$ cat src/rtl/riscv_ctrl_pkg.sv
// Shared encodings for the RV32I multi-cycle control unit: opcodes, FSM states and
// the pc_sel / wb_sel / trap_cause codes driven onto the datapath.
package riscv_ctrl_pkg;

   localparam logic [6:0] OP_R      = 7'b0110011;
   localparam logic [6:0] OP_IMM    = 7'b0010011;
   localparam logic [6:0] OP_LOAD   = 7'b0000011;
   localparam logic [6:0] OP_STORE  = 7'b0100011;
   localparam logic [6:0] OP_BRANCH = 7'b1100011;
   localparam logic [6:0] OP_JAL    = 7'b1101111;
   localparam logic [6:0] OP_JALR   = 7'b1100111;
   localparam logic [6:0] OP_LUI    = 7'b0110111;
   localparam logic [6:0] OP_SYSTEM = 7'b1110011;

   typedef enum logic [2:0] {
      FETCH  = 3'd0,
      DECODE = 3'd1,
      EXEC   = 3'd2,
      MEM    = 3'd3,
      WB     = 3'd4,
      HALT   = 3'd5,
      TRAP   = 3'd6
   } state_e;

   localparam logic [1:0] PC_PLUS4  = 2'd0;
   localparam logic [1:0] PC_BRANCH = 2'd1;
   localparam logic [1:0] PC_JALR   = 2'd2;

   localparam logic [1:0] WB_ALU = 2'd0;
   localparam logic [1:0] WB_MEM = 2'd1;
   localparam logic [1:0] WB_PC4 = 2'd2;

   localparam logic [1:0] CAUSE_NONE    = 2'd0;
   localparam logic [1:0] CAUSE_ILLEGAL = 2'd1;
   localparam logic [1:0] CAUSE_IMEM    = 2'd2;
   localparam logic [1:0] CAUSE_DMEM    = 2'd3;

   function automatic logic is_exec_op(input logic [6:0] op);
      return op inside {OP_R, OP_IMM, OP_LOAD, OP_STORE, OP_BRANCH, OP_JAL, OP_JALR, OP_LUI};
   endfunction

endpackage

$ cat src/rtl/mem_wait_timer.sv
// Saturating wait counter shared by the instruction-fetch and data-memory handshakes;
// flags a timeout when a request has waited MEM_TIMEOUT cycles without ready.
module mem_wait_timer #(
   parameter int unsigned MEM_TIMEOUT = 255,
   parameter int unsigned TIMER_W     = 10
) (
   input  logic clk,
   input  logic rst_n,
   input  logic i_clear,
   input  logic i_cnt_en,
   input  logic i_ready,
   output logic o_timeout
);

   localparam logic [TIMER_W-1:0] LIMIT = TIMER_W'(MEM_TIMEOUT);

   logic [TIMER_W-1:0] r_cnt;

   always_ff @(posedge clk or negedge rst_n) begin
      if (!rst_n) begin
         r_cnt <= '0;
      end else if (i_clear || i_ready) begin
         r_cnt <= '0;
      end else if (i_cnt_en && (r_cnt != LIMIT)) begin
         r_cnt <= r_cnt + 1'b1;
      end
   end

   // A ready arriving at the limit wins over the timeout.
   assign o_timeout = i_cnt_en && !i_ready && (r_cnt == LIMIT);

endmodule

$ cat src/rtl/multicycle_control.sv
// Multi-cycle RV32I sequencer: steps each instruction through FETCH/DECODE/EXEC/MEM/WB,
// drives datapath enables and owns the memory handshakes with timeout trapping.
module multicycle_control
   import riscv_ctrl_pkg::*;
#(
   parameter int unsigned MEM_TIMEOUT = 255,
   parameter int unsigned TIMER_W     = 10
) (
   input  logic       clk,
   input  logic       rst_n,
   input  logic [6:0] opcode,
   input  logic [2:0] funct3,
   input  logic [4:0] rd,
   input  logic       branch_taken,
   input  logic       imem_ready,
   input  logic       dmem_ready,
   output logic       imem_req,
   output logic       ir_we,
   output logic       dmem_req,
   output logic       dmem_we,
   output logic       reg_we,
   output logic       pc_we,
   output logic [1:0] pc_sel,
   output logic [1:0] wb_sel,
   output logic       alu_src_imm,
   output logic       retire,
   output logic       halted,
   output logic       trap,
   output logic [1:0] trap_cause,
   output logic [2:0] state
);

   state_e     r_state;
   logic       r_run;
   logic       r_halted;
   logic       r_trap;
   logic [1:0] r_cause;

   logic w_in_fetch;
   logic w_in_mem;
   logic w_ready;
   logic w_timeout;
   logic w_unused;

   // r_run holds off the first fetch request until one clock after reset release.
   assign w_in_fetch = r_run && (r_state == FETCH);
   assign w_in_mem   = (r_state == MEM);
   assign w_ready    = w_in_fetch ? imem_ready : dmem_ready;
   assign w_unused   = ^funct3;

   mem_wait_timer #(
      .MEM_TIMEOUT(MEM_TIMEOUT),
      .TIMER_W    (TIMER_W)
   ) u_timer (
      .clk      (clk),
      .rst_n    (rst_n),
      .i_clear  (!(w_in_fetch || w_in_mem)),
      .i_cnt_en (w_in_fetch || w_in_mem),
      .i_ready  (w_ready),
      .o_timeout(w_timeout)
   );

   always_ff @(posedge clk or negedge rst_n) begin
      if (!rst_n) begin
         r_state  <= FETCH;
         r_run    <= 1'b0;
         r_halted <= 1'b0;
         r_trap   <= 1'b0;
         r_cause  <= CAUSE_NONE;
      end else begin
         r_run <= 1'b1;
         case (r_state)
            FETCH: begin
               if (r_run && imem_ready) begin
                  r_state <= DECODE;
               end else if (w_timeout) begin
                  r_state <= TRAP;
                  r_trap  <= 1'b1;
                  r_cause <= CAUSE_IMEM;
               end
            end
            DECODE: begin
               if (is_exec_op(opcode)) begin
                  r_state <= EXEC;
               end else if (opcode == OP_SYSTEM) begin
                  r_state  <= HALT;
                  r_halted <= 1'b1;
               end else begin
                  r_state <= TRAP;
                  r_trap  <= 1'b1;
                  r_cause <= CAUSE_ILLEGAL;
               end
            end
            EXEC: begin
               if (opcode == OP_LOAD || opcode == OP_STORE) r_state <= MEM;
               else if (opcode == OP_BRANCH)                r_state <= FETCH;
               else                                         r_state <= WB;
            end
            MEM: begin
               if (dmem_ready) begin
                  r_state <= (opcode == OP_STORE) ? FETCH : WB;
               end else if (w_timeout) begin
                  r_state <= TRAP;
                  r_trap  <= 1'b1;
                  r_cause <= CAUSE_DMEM;
               end
            end
            WB:      r_state <= FETCH;
            default: r_state <= r_state;
         endcase
      end
   end

   always_comb begin
      imem_req    = 1'b0;
      ir_we       = 1'b0;
      dmem_req    = 1'b0;
      dmem_we     = 1'b0;
      reg_we      = 1'b0;
      pc_we       = 1'b0;
      pc_sel      = PC_PLUS4;
      wb_sel      = WB_ALU;
      alu_src_imm = 1'b0;
      case (r_state)
         FETCH: begin
            imem_req = r_run;
            ir_we    = r_run && imem_ready;
         end
         EXEC: begin
            alu_src_imm = opcode inside {OP_IMM, OP_LOAD, OP_STORE, OP_JALR, OP_LUI};
            if (opcode == OP_BRANCH) begin
               pc_we  = 1'b1;
               pc_sel = branch_taken ? PC_BRANCH : PC_PLUS4;
            end
         end
         MEM: begin
            dmem_req = 1'b1;
            dmem_we  = (opcode == OP_STORE);
            pc_we    = (opcode == OP_STORE) && dmem_ready;
         end
         WB: begin
            reg_we = (rd != 5'd0);
            pc_we  = 1'b1;
            if (opcode == OP_LOAD)                          wb_sel = WB_MEM;
            else if (opcode == OP_JAL || opcode == OP_JALR) wb_sel = WB_PC4;
            if (opcode == OP_JAL)       pc_sel = PC_BRANCH;
            else if (opcode == OP_JALR) pc_sel = PC_JALR;
         end
         default: ;
      endcase
   end

   assign retire     = pc_we;
   assign halted     = r_halted;
   assign trap       = r_trap;
   assign trap_cause = r_cause;
   assign state      = r_state;

endmodule

$ cat config.mk
export PLATFORM = sky130hd
export DESIGN_NAME = multicycle_control
export DESIGN_NICKNAME = d
export VERILOG_FILES = /design/src/rtl/riscv_ctrl_pkg.sv /design/src/rtl/mem_wait_timer.sv /design/src/rtl/multicycle_control.sv
export SDC_FILE = /design/constraint.sdc
export NUM_CORES = 1
export LEC_CHECK = 0
export ABC_AREA = 1
export BUFFER_PORTS_ARGS = -buffer_cell sky130_fd_sc_hd__clkbuf_2
export CAP_MARGIN = 20
export CORE_ASPECT_RATIO = 0.5
export CORE_MARGIN = 2
export CORE_UTILIZATION = 50
export DETAILED_ROUTE_END_ITERATION = 6
export PLACE_DENSITY = 0.77
export SYNTH_ARGS = -nofsm -noshare
export SYNTH_HDL_FRONTEND = slang
export SYNTH_SLANG_ARGS = --single-unit
$ cat constraint.sdc
create_clock -name clk -period 1.8 [get_ports clk]
set_clock_uncertainty 0.1 [all_clocks]
set_input_delay 0.18 -clock clk [delete_from_list [all_inputs] [get_ports clk]]
set_output_delay 0.18 -clock clk [all_outputs]
set_load 0.1 [all_outputs]
==> results.toml <==
[status]
status = "finished with violations"
violations = "negative setup slack"

[timing]
slew_viol_final = 0
worst_pin_slew_ns = 0.556
rsz0062_at_grt = "yes"
fmax_mhz = 534
tns_ns = -0.191
layout_setup_ws_ns = -0.0718
timing.final.hold_violations = 0
setup_viol = 4
min_period_over_period_pct = 104
fin_crit_ns = 1.87
slew_headroom_pct = 63.1

[routing]
viasPerCell = 5.10
drc = 0
firstDrtPassIters = 4
wire_per_inst_um = 12.9
ant_nets = 0
first_iter_violations = 55
routed_wl_mm = 3.64
num_vias = 1444

[floorplanning]
initial_core_util_pct = 52.8
dieArea_mm2 = 0.00321
die_w_um = 78.2
rows = 13
coreArea_mm2 = 0.00260
die_h_um = 41.1
boundaryPins = 39

[placed_design]
port_buffers = 35
pre_cts_slack_ns = -0.00237
hpwl_mm = 2.59
dpl-instance-area_mm2 = 0.00191
place.gp.congestion = 0.905

[cts]
cts_made_buffers = 3
clock_latency_ns = 0.25
clk_path_buf_depth = 2
cts_tree = "done"
cts_num_sinks = 18
root_buffer = "clkbuf_8"
cts.clk_slew.worst_paths_ns = 0.07
htreeDepth = 1

[synth]
synth_top_area_share_pct = 32.8
netlist_top_cells_count = "nand2_1, inv_1, nor2_1"
synth.area.top_cells = "dfrtp_1, nand2_1, inv_1"
synth_area_mm2 = 0.00138
ys_seq_area_share_pct = 32.8
postSynthNetCount = 214
ys_seq_elements = 18
netlist_instances = 193
synth_warnings = 0
syn_area_per_cell_um2 = 7.12
synth_edf_count = 0
async_flop_share_pct = 100
ys_types = 32
yosys.area.top_type = "dfrtp_1"
synth_ff_type = "dfrtp_1"
post-synth-top-count-cell = "nand2_1"

[layout]
layout.nets = 268
drive_gt1_share_pct = 45.5
seq_area_um2 = 463
fillers = 163
design_area_mm2 = 0.00212
n_antenna_cell = 0
multi_input_area_um2 = 926
area_growth_pct = 54.5

[critical_path]
critPathRequiredTime_ns = 1.52
critPathLaunchType = "flop"
path_class = "reg2out"
cp.arrival_ns = 1.59
cp-end-kind = "output pin"
worst-path-max-fanout = 6

[global_route]
grt.busiest_layer = "met2"
grt_max_degree = 19
grt_pass1_vias = 1327
gr-usage-met3_pct = 6.83
global_route.usage.met1_pct = 24.7
grt_pass1_wl_mm = 5.63
grt_remaining_overflow = 0
grt_usage_pct = 23.4
use_met2_pct = 46.6
antenna_found_initial = 0

[power]
p_total_w = 0.000792
power_density_mw_per_mm2 = 373
p_leak_nw = 0.986
vdd_drop_max_mv = 0.707

[hold_path]
min_path_type = "in2async"

[flow_run]
maxCapViolCount = 0
-- area by class of cell --
cell class / instances / share of cell area (%)
multi-input combinational: 140 / 43.6
tap: 37 / 2.18
timing repair buffer: 51 / 22.9
clock buffer: 4 / 2.59
inverter: 33 / 7.01
sequential: 18 / 21.8
-- report_power, final --
part / internal [W] / switching [W] / total, W / leakage (nW)
Clock: 0.000194 / 0.000136 / 0.000330 / 0.0288
Combinational: 0.0000215 / 0.0000347 / 0.0000562 / 0.736
Sequential: 0.000405 / 0.000000485 / 0.000406 / 0.222
-- state kept, by name (all words and copies together), names as in the netlist --
name and count:
halted 1, state 3, trap 1, trap_cause 2
r_run 1, u_timer.r_cnt 10
-- metal layers --
metal,up-vias,part of all wire [%]
met2,54,51
met4,0,1.2
li1,725,-
met1,659,41
met5,-,0
met3,6,6.3
-- stage by stage --
stage	hold WS [ns]	std cells	utilization [%]
global route	0.336	283	81.6
floorplan	-0.216	193	-
finish	0.301	283	81.6
CTS	0.302	279	79.2
global placement	0.0431	267	73.4
detailed placement	0.0503	267	73.4
-- worst max-delay path: stages, from the launching register on --
cell and delay, ns:
dfrtp_4 0.52, inv_6 0.09, nand2_4 0.07, nor2_4 0.15
inv_6 0.08, o211ai_1 0.09, buf_4 0.17, buf_12 0.17
-- layout by cell type, fill, tap and decap left out, types with 5 or more instances in the layout --
master / instances
nand3_2: 6
nor2_4: 5
clkbuf_2: 23
inv_1: 23
nand2_1: 42
nand2_4: 6
nand2_2: 5
o21ai_1: 6
buf_12: 12
nor2_2: 7
dfrtp_1: 14
nand3_1: 10
buf_4: 13
nor2_1: 15
-- logic make-up (layout without fill, tap and decap cells) --
group | Yosys count | count (layout) | synth area share [%]
AOI/OAI and AO/OA | 23 | 23 | 10.8
xor gates and xnor gates | 4 | 4 | 2.55
adders and majority gates | 1 | 1 | 0.910
buffers and inverters | 35 | 88 | 10.6
DFF | 18 | 18 | 32.8
other | 1 | 1 | 0.273
and+or+nand+nor | 111 | 111 | 42.1
-- final timing paths --
kind | startpoint | cells past startpoint | slack, ns | endpoint
hold / removal | rst_n | 2 | 0.30 | u_timer.r_cnt[9]
max in group asynchronous | rst_n | 2 | 0.95 | state[2]
setup reg to reg | state[2] | 9 | 0.04 | trap_cause[0]
setup / recovery | state[1] | 7 | -0.07 | retire
min in group clk | dmem_ready | 5 | 0.31 | state[2]
hold reg to reg | halted | 2 | 0.37 | halted
-- repair_timing --
| item | CTS | global route |
|---|---|---|
| hold endpoints to repair | 18 | 0 |
| pin swaps | 6 | 3 |
| cloned | 0 | 0 |
| setup buffers | 7 | 4 |
| setup endpoints to repair | 7 | 17 |
| hold buffers | 1 | 0 |
| gates resized for setup | 9 | 11 |
Note: power is estimated with default switching activity, not from simulation.
